$ cat src/rtl/pcie_a7_rate_pkg.sv
// Shared definitions for the Artix-7 PCIe PIPE rate-change controller:
// FSM state encoding, link-rate constants and GT TXRATE codes.
package pcie_a7_rate_pkg;

  typedef enum logic [2:0] {
    ST_IDLE      = 3'd0,
    ST_TXRATE    = 3'd1,
    ST_WAIT_DONE = 3'd2,
    ST_PCLK      = 3'd3,
    ST_SETTLE    = 3'd4,
    ST_DONE      = 3'd5
  } rate_state_e;

  localparam logic RATE_GEN1 = 1'b0;
  localparam logic RATE_GEN2 = 1'b1;

  localparam logic [2:0] TXRATE_GEN1 = 3'd0;
  localparam logic [2:0] TXRATE_GEN2 = 3'd1;

  // Map a link rate to the GT TXRATE code.
  function automatic logic [2:0] txrate_code(input logic rate);
    return (rate == RATE_GEN2) ? TXRATE_GEN2 : TXRATE_GEN1;
  endfunction

endpackage

$ cat src/rtl/pcie_a7_lane_done_collect.sv
// Per-lane TX/RX rate-done collector. Sticky flags are set by done pulses
// while enabled and cleared synchronously; all_done also counts pulses
// arriving in the current cycle so the FSM can leave without a bubble.
module pcie_a7_lane_done_collect #(
  parameter int PCIE_LANE = 4
) (
  input  logic                 clk,
  input  logic                 rst_n,
  input  logic                 clr,
  input  logic                 en,
  input  logic [PCIE_LANE-1:0] tx_done,
  input  logic [PCIE_LANE-1:0] rx_done,
  output logic                 all_done
);
  import pcie_a7_rate_pkg::*;

  logic [PCIE_LANE-1:0] tx_flag_q, tx_flag_d;
  logic [PCIE_LANE-1:0] rx_flag_q, rx_flag_d;
  logic [PCIE_LANE-1:0] tx_now, rx_now;

  // Merge current pulses into the stored flags and compute the next flags.
  always_comb begin
    tx_now    = en ? (tx_flag_q | tx_done) : tx_flag_q;
    rx_now    = en ? (rx_flag_q | rx_done) : rx_flag_q;
    tx_flag_d = clr ? '0 : tx_now;
    rx_flag_d = clr ? '0 : rx_now;
    all_done  = &(tx_now & rx_now);
  end

  // Sticky flag registers.
  always_ff @(posedge clk or negedge rst_n) begin
    if (!rst_n) begin
      tx_flag_q <= '0;
      rx_flag_q <= '0;
    end else begin
      tx_flag_q <= tx_flag_d;
      rx_flag_q <= rx_flag_d;
    end
  end

endmodule

$ cat src/rtl/pcie_a7_4x_pipe_rate_ctrl.sv
// PIPE rate-change controller for the Artix-7 4-lane PCIe PHY wrapper.
// Sequences TXRATE, waits for per-lane rate-done, switches PCLK_SEL, waits
// for PCLK to settle and returns a PHYSTATUS pulse on all lanes.
// Optional build macro PCIE_A7_RATE_TIMEOUT_EN adds a rate-done timeout.
module pcie_a7_4x_pipe_rate_ctrl #(
  parameter int PCIE_LANE       = 4,
  parameter int PCIE_LINK_SPEED = 2,
  parameter int SETTLE_CYCLES   = 16,
  parameter int TIMEOUT_CYCLES  = 4096
) (
  input  logic                 RATE_CLK,
  input  logic                 RATE_RST_N,
  input  logic                 RATE_MMCM_LOCK,
  input  logic [1:0]           RATE_RATE_IN,
  input  logic [PCIE_LANE-1:0] RATE_TXRATEDONE,
  input  logic [PCIE_LANE-1:0] RATE_RXRATEDONE,
  output logic [2:0]           RATE_TXRATE,
  output logic [PCIE_LANE-1:0] RATE_PCLK_SEL,
  output logic                 RATE_GEN3,
  output logic [PCIE_LANE-1:0] RATE_PHYSTATUS,
  output logic                 RATE_IDLE,
  output logic [2:0]           RATE_FSM,
  output logic                 RATE_TIMEOUT
);
  import pcie_a7_rate_pkg::*;

  localparam int SET_W = $clog2(SETTLE_CYCLES + 1);
  localparam logic [SET_W-1:0] SET_LAST = SET_W'(SETTLE_CYCLES - 1);

  rate_state_e          state_q, state_d;
  logic                 cur_rate_q, cur_rate_d;
  logic                 tgt_rate_q, tgt_rate_d;
  logic [2:0]           txrate_q, txrate_d;
  logic [PCIE_LANE-1:0] pclk_sel_q, pclk_sel_d;
  logic [PCIE_LANE-1:0] phystatus_q, phystatus_d;
  logic                 idle_q, idle_d;
  logic [SET_W-1:0]     settle_cnt_q, settle_cnt_d;
  logic                 req_rate;
  logic                 all_done;

`ifdef PCIE_A7_RATE_TIMEOUT_EN
  localparam int TO_W = $clog2(TIMEOUT_CYCLES + 1);
  localparam logic [TO_W-1:0] TO_LAST = TO_W'(TIMEOUT_CYCLES - 1);
  logic [TO_W-1:0] to_cnt_q, to_cnt_d;
  logic            timeout_q, timeout_d;
`else
  // TIMEOUT_CYCLES only sizes the timeout counter; keep it referenced here.
  if (TIMEOUT_CYCLES < 1) begin : g_timeout_param_unused
  end
`endif

  // Effective target: Gen2 only when requested and supported.
  assign req_rate = ((PCIE_LINK_SPEED >= 2) && (RATE_RATE_IN == 2'd1)) ? RATE_GEN2 : RATE_GEN1;

  pcie_a7_lane_done_collect #(
    .PCIE_LANE (PCIE_LANE)
  ) u_done (
    .clk      (RATE_CLK),
    .rst_n    (RATE_RST_N),
    .clr      (state_q == ST_TXRATE),
    .en       (state_q == ST_WAIT_DONE),
    .tx_done  (RATE_TXRATEDONE),
    .rx_done  (RATE_RXRATEDONE),
    .all_done (all_done)
  );

  // Next-state and registered-output logic of the rate-change sequence.
  always_comb begin
    state_d      = state_q;
    cur_rate_d   = cur_rate_q;
    tgt_rate_d   = tgt_rate_q;
    txrate_d     = txrate_q;
    pclk_sel_d   = pclk_sel_q;
    phystatus_d  = '0;
    settle_cnt_d = settle_cnt_q;
`ifdef PCIE_A7_RATE_TIMEOUT_EN
    to_cnt_d     = to_cnt_q;
    timeout_d    = timeout_q;
`endif
    case (state_q)
      ST_IDLE: begin
        if (RATE_MMCM_LOCK && (req_rate != cur_rate_q)) begin
          tgt_rate_d = req_rate;
          state_d    = ST_TXRATE;
        end
      end
      ST_TXRATE: begin
        txrate_d = txrate_code(tgt_rate_q);
`ifdef PCIE_A7_RATE_TIMEOUT_EN
        to_cnt_d = '0;
`endif
        state_d  = ST_WAIT_DONE;
      end
      ST_WAIT_DONE: begin
        if (all_done) begin
          state_d = ST_PCLK;
`ifdef PCIE_A7_RATE_TIMEOUT_EN
        end else if (to_cnt_q == TO_LAST) begin
          state_d   = ST_PCLK;
          timeout_d = 1'b1;
        end else begin
          to_cnt_d = to_cnt_q + TO_W'(1);
`endif
        end
      end
      ST_PCLK: begin
        pclk_sel_d   = {PCIE_LANE{tgt_rate_q == RATE_GEN2}};
        settle_cnt_d = '0;
        state_d      = ST_SETTLE;
      end
      ST_SETTLE: begin
        // Losing MMCM lock restarts the settle wait from zero.
        if (!RATE_MMCM_LOCK) begin
          settle_cnt_d = '0;
        end else if (settle_cnt_q == SET_LAST) begin
          phystatus_d = '1;
          state_d     = ST_DONE;
        end else begin
          settle_cnt_d = settle_cnt_q + SET_W'(1);
        end
      end
      ST_DONE: begin
        cur_rate_d = tgt_rate_q;
        state_d    = ST_IDLE;
      end
      default: state_d = ST_IDLE;
    endcase
    idle_d = (state_d == ST_IDLE);
  end

  // State and output registers.
  always_ff @(posedge RATE_CLK or negedge RATE_RST_N) begin
    if (!RATE_RST_N) begin
      state_q      <= ST_IDLE;
      cur_rate_q   <= RATE_GEN1;
      tgt_rate_q   <= RATE_GEN1;
      txrate_q     <= TXRATE_GEN1;
      pclk_sel_q   <= '0;
      phystatus_q  <= '0;
      idle_q       <= 1'b1;
      settle_cnt_q <= '0;
`ifdef PCIE_A7_RATE_TIMEOUT_EN
      to_cnt_q     <= '0;
      timeout_q    <= 1'b0;
`endif
    end else begin
      state_q      <= state_d;
      cur_rate_q   <= cur_rate_d;
      tgt_rate_q   <= tgt_rate_d;
      txrate_q     <= txrate_d;
      pclk_sel_q   <= pclk_sel_d;
      phystatus_q  <= phystatus_d;
      idle_q       <= idle_d;
      settle_cnt_q <= settle_cnt_d;
`ifdef PCIE_A7_RATE_TIMEOUT_EN
      to_cnt_q     <= to_cnt_d;
      timeout_q    <= timeout_d;
`endif
    end
  end

  assign RATE_TXRATE    = txrate_q;
  assign RATE_PCLK_SEL  = pclk_sel_q;
  assign RATE_GEN3      = 1'b0;
  assign RATE_PHYSTATUS = phystatus_q;
  assign RATE_IDLE      = idle_q;
  assign RATE_FSM       = state_q;
`ifdef PCIE_A7_RATE_TIMEOUT_EN
  assign RATE_TIMEOUT   = timeout_q;
`else
  assign RATE_TIMEOUT   = 1'b0;
`endif

endmodule

$ cat config.mk
export PLATFORM = sky130hd
export DESIGN_NAME = pcie_a7_4x_pipe_rate_ctrl
export DESIGN_NICKNAME = d
export VERILOG_FILES = /design/src/rtl/pcie_a7_rate_pkg.sv /design/src/rtl/pcie_a7_lane_done_collect.sv /design/src/rtl/pcie_a7_4x_pipe_rate_ctrl.sv
export SDC_FILE = /design/constraint.sdc
export NUM_CORES = 1
export LEC_CHECK = 0
export CAP_MARGIN = 0
export CORE_MARGIN = 4
export CORE_UTILIZATION = 40
export DETAILED_ROUTE_END_ITERATION = 10
export HOLD_SLACK_MARGIN = 0.06
export PLACE_DENSITY = 0.67
export SLEW_MARGIN = 20
export SYNTH_ARGS = -nofsm -noshare
export SYNTH_HDL_FRONTEND = slang
export SYNTH_HIERARCHICAL = 1
export SYNTH_SLANG_ARGS = --single-unit
export TNS_END_PERCENT = 50
$ cat constraint.sdc
create_clock -name RATE_CLK -period 2.72 [get_ports RATE_CLK]
set_clock_uncertainty 0.2 [all_clocks]
set_input_delay 0.272 -clock RATE_CLK [delete_from_list [all_inputs] [get_ports RATE_CLK]]
set_output_delay 0.272 -clock RATE_CLK [all_outputs]
set_load 0.02 [all_outputs]
# Yosys cells after proc, flatten, opt, wreduce, memory -nomap -nowiden
# Cells that the tools add are included.
classes:
  addsub: 1
  eq_ne: 9
  muxes: 17
  n_bitwise: 3
  n_reduce_logical: 7
ops:
  columns: ["op", "n"]
  rows:
  - ["4-bit two-way mux", 7]
  - ["3-bit one-hot mux with 5 select lines", 1]
  - ["3-bit two-way mux", 4]
  - ["5-bit two-way mux", 2]
  - ["5-bit one-hot mux with 2 select lines", 1]
  - ["4-bit OR", 2]
  - ["3-bit by 2-bit == test with 1-bit output (second input constant)", 2]
  - ["3-bit == test (second input constant)", 2]
  - ["3-bit logical NOT", 2]
  - ["5-bit by 1-bit adder with 5-bit output (second input constant)", 1]
  - ["5-bit by 4-bit == test with 1-bit output (second input constant)", 1]
  - ["4-bit AND", 1]
  - ["2-bit AND reduction", 2]
  - ["4-bit AND reduction", 1]
  - ["3-bit by 1-bit == test with 1-bit output (second input constant)", 1]
  - ["3-bit inequality test (second input constant)", 1]
  - ["2-bit by 1-bit == test with 1-bit output (second input constant)", 1]
  - ["1-bit two-way mux", 2]
  - ["2-bit nonzero test", 1]
  - ["1-bit logical AND", 1]
  - ["1-bit inequality test", 1]
word_totals:
  wordCells: 47
  register_bits: 27
  inputBits: 13

# Longest topological paths before layout
logic_depth:
  depth_word: 7
  ltp_mapped: 9

# Cells and area by module
# The synthesis kept the hierarchy.
modules_own_cells:
  columns: ["module", "seq_area_each_um2", "cells_each", "n_inst", "area_each_um2"]
  rows:
  - ["pcie_a7_4x_pipe_rate_ctrl", 351.6, 73, 1, 862.1]
  - ["pcie_a7_lane_done_collect", 200.2, 34, 1, 347.8]

# Worst setup path before layout
# OpenSTA, ideal clock, no wires.
synth_path:
  path_kind: "reg2reg"
  start: "register state_q[1] (netlist: RATE_FSM[1])"
  end: "register state_q[0] (netlist: RATE_FSM[0])"
  path_buffers: 2
  setup_time_ns: 0.064
  path_slack_ns: 0.504
  arrival_time_ns: 1.952
  path_stages_with_launch: 10
  cell_sequence: "dfrtp_1 -> buf_6 -> nor3b_1 -> buf_6 -> a21oi_2 -> or3_1 -> nor4_2 -> nand3b_1 -> a21oi_1 -> a21o_1"
synth_via:
  elab_chain_len: 6
  elab_cells_between_ends: 11
  classes_between: "eq/ne (4); mux (4); bitwise (1); reduce/logical (2)"
synth_lines:
  columns: ["item", "line", "text"]
  rows:
  - ["start, declared", "pcie_a7_4x_pipe_rate_ctrl.sv:30", "rate_state_e state_q, state_d;"]
  - ["start signal, assigned", "pcie_a7_4x_pipe_rate_ctrl.sv:147", "state_q <= state_d;"]
  - ["3-bit by 2-bit == test with 1-bit output (*)", "pcie_a7_4x_pipe_rate_ctrl.sv:61", ".en (state_q == ST_WAIT_DONE),"]
  - ["4-bit two-way mux (on tied branches)", "pcie_a7_lane_done_collect.sv:23, pcie_a7_lane_done_collect.sv:24", null]
  - ["4-bit AND (*)", "pcie_a7_lane_done_collect.sv:27", "all_done = &(tx_now & rx_now);"]
  - ["4-bit AND reduction (*)", "pcie_a7_lane_done_collect.sv:27", null]
  - ["via all_done", "pcie_a7_4x_pipe_rate_ctrl.sv:39", "logic all_done;"]
  - ["3-bit two-way mux (*)", "pcie_a7_4x_pipe_rate_ctrl.sv:95", "if (all_done) begin"]
  - ["3-bit one-hot mux with 5 select lines (*)", "pcie_a7_4x_pipe_rate_ctrl.sv:80", "case (state_q)"]
  - ["via state_d[0]", "pcie_a7_4x_pipe_rate_ctrl.sv:30", null]
# The timed path passes the listed nets; every way through them passes the cells marked *.
# A chain may end at the register's enable or synchronous reset.

# Worst setup path in the final report
layout_path:
  start: "register state_q[0] (netlist: RATE_FSM[0])"
  end: "register state_q[0] (netlist: RATE_FSM[0])"
# The elaborated chain is that of the path after synthesis.

==> impl_metrics.ini <==
[synthesis]
synth.avg_cell_area_um2 = 11.3
synth_common_cells = 21 x dfrtp_1, 11 x nor2_1, 10 x buf_4, 9 x a21oi_1, 4 x buf_6
seq_area_frac_synth = 0.456
ys_seq_elements = 22
synthArstFlopShare = 1.00
synth_area_mm2 = 0.00121
synth-edff-count = 0
synth_most_common_cell = dfrtp_1
synth_top_area_share = 0.434
syn_inst = 107
yosys_warnings = 6
synthFlopType = dfrtp_1
yosysUniqueCellTypes = 39
synth_area_leaders = dfrtp_1 43%, buf_4 6.2%, a21oi_1 3.7%
yosys.area.top_type = dfrtp_1

[place]
dp.final_hpwl_mm = 1.69
place_congestion = 0.749
port_buffers = 25

[routing]
postRouteAntennaNets = 0
firstDrtPassIters = 4
via_per_inst = 5.25
drc = 0
wl_per_cell_um = 13.7
routed_wl_mm = 2.19
dr_total_vias = 835
drt_iter0_markers = 25

[power_and_ir_drop]
ir_drop_v = 0.000348
cellPowerDensity_mw_per_mm2 = 922
cellLeakagePower_nw = 0.586

[floorplan]
io_pins = 30
core_mm2 = 0.00283
row_count = 19
die-height_um = 63.0
fp.dieW_um = 63.0
die_area_mm2 = 0.00397
initial_core_util = 0.428

[worst_setup_path]
r2r_start = RATE_FSM[0]
cp-start-kind = flip-flop
cp.buffers_inverters = 0
arrival_ns = 2.28
critPathSlowestCell = dfrtp_1
slowest_delay_ns = 0.55
rr_worst_depth = 7
required_ns = 2.76
cp_max_fo = 10
critPathKind = reg2reg
cp-end-kind = flip-flop
r2r-end = RATE_FSM[0]
cp_top_family = simple AND/OR/NAND/NOR gates
ff2ff_setup_slack_ns = 0.48
path_cells = nor3b_1 -> a21oi_2 -> or3_1 -> nor4_2 -> nand3b_1 -> a21oi_1 -> a21o_1

[timing]
timing.setup.tns_ns = 0
setup_viol = 0
min_period_ns = 2.24
rsz0062_at_grt = false
final-hold-violation-count = 0
finalCritPeriodShare = 0.823
clock.fmax_ghz = 0.447
slew_viol_final = 0

[global_route]
antenna_found_initial = 0
grt_usage = 0.121
grt-ovfl-total = 0
grt_pass1_vias = 834
grt_max_degree = 23
grt_pass1_wl_mm = 3.86

[finish]
finish.utilization = 0.510
n_fill_cell = 277
antenna_cells = 0
drive_gt1_frac = 0.164
syn2layout_area_growth_pct = 19.2
nets = 144

[clock_tree]
clk_pin_slew_ns = 0.12
ctsHoldBuffers = 0
clock-root-buffer = clkbuf_4
cts-buffers-inserted = 3
post_cts_buffers = 0
clk_path_buf_depth = 2
clk_latency_ns = 0.30
cts_resized = 0
cts_tree = built
cts_max_level = 1
clock_sinks = 22

[run_status]
status = completed

[worst_hold_path]
hp-class = in2async

[job]
maxCapViolCount = 0
[routing by layer]
metal	vias up	global-route usage	wire (um)
met3	2	0.0414	113
met2	23	0.192	1030
li1	412	-	-
met5	-	0	0
met1	398	0.160	1030
met4	0	0.0248	10
[logic make-up (layout without fill, tap and decap cells)]
kind of cell	Yosys count	in the layout	share of synthesized area
fa+ha+maj	2	2	0.0207
flops	22	22	0.456
other cells	1	4	0.00310
simple gates	33	33	0.192
mux	3	3	0.0279
buf+inv	18	36	0.112
xor+xnor	3	3	0.0217
compound gates	25	25	0.166
[worst max path at each step]
stage	from	end	slack, ns	depth (start not counted)
2_1_floorplan	RATE_FSM[1]	RATE_FSM[0]	0.50	9
3_3_place_gp	RATE_FSM[0]	RATE_IDLE	0.55	7
3_5_place_dp	RATE_FSM[0]	RATE_FSM[0]	0.49	7
4_1_cts	RATE_FSM[0]	RATE_FSM[0]	0.47	7
5_1_grt	RATE_FSM[0]	RATE_FSM[0]	0.30	7
6_report	RATE_FSM[0]	RATE_FSM[0]	0.48	7
[power by group]
part           switching (mW)  leakage (nW)  internal [mW]  total (mW)
Sequential              0.112         0.261          0.447       0.560
Clock                  0.0929        0.0150         0.0571       0.150
Combinational           0.302         0.310          0.319       0.621
[layout make-up]
class | count | area, um^2 | area share
repair buffers | 29 | 280 | 0.194
inverters | 3 | 11.3 | 0.00781
well taps | 31 | 38.8 | 0.0269
multi-input cells | 70 | 534 | 0.370
flip-flops and latches | 22 | 552 | 0.382
clock buffers | 4 | 26.3 | 0.0182
[registers in the layout, indices dropped and copies added (netlist names)]
register / flops
settle_cnt_q: 5
u_done/rx_flag_q: 4
u_done/tx_flag_q: 4
RATE_FSM: 3
RATE_IDLE: 1
RATE_PCLK_SEL: 1
RATE_PHYSTATUS: 1
RATE_TXRATE: 1
cur_rate_q: 1
tgt_rate_q: 1
[per-stage QoR]
| stage | instance area, um^2 | power [mW] | cells | setup WS, ns | hold slack (ns) |
|---|---|---|---|---|---|
| floorplan | 1220 | 1.04 | 110 | 0.504 | -0.224 |
| global placement | 1420 | 1.18 | 155 | 0.548 | 0.274 |
| detailed placement | 1420 | 1.19 | 155 | 0.495 | 0.278 |
| CTS | 1440 | 1.35 | 159 | 0.465 | 0.0989 |
| global route | 1440 | 1.43 | 159 | 0.301 | 0.114 |
| finish | 1440 | 1.33 | 159 | 0.481 | 0.0902 |
[cell usage in the layout (no fill, tap or decap), drive strengths merged]
cell type / Yosys / routed
clkdlybuf4s50: 0 / 25
or3b: 1 / 1
a41oi: 1 / 1
o21ai: 1 / 1
xor2: 1 / 1
mux2: 3 / 3
nand3b: 4 / 4
inv: 3 / 3
ha: 2 / 2
and3: 1 / 1
xnor2: 2 / 2
nand2: 3 / 3
clkbuf: 1 / 4
nor2: 11 / 11
o2bb2ai: 3 / 3
buf: 14 / 4
nand3: 1 / 1
nor4: 1 / 1
conb: 1 / 4
a21boi: 1 / 1
and4: 1 / 1
dfstp: 1 / 1
nand4b: 3 / 3
a21oi: 10 / 10
a2bb2o: 1 / 1
and2: 1 / 1
a21o: 1 / 1
o211ai: 3 / 3
nor4b: 1 / 1
o22ai: 3 / 3
nor3b: 3 / 3
or3: 1 / 1
dfrtp: 21 / 21
a2111oi: 1 / 1
nand2b: 1 / 1
Power figures use the tool's default switching activity.
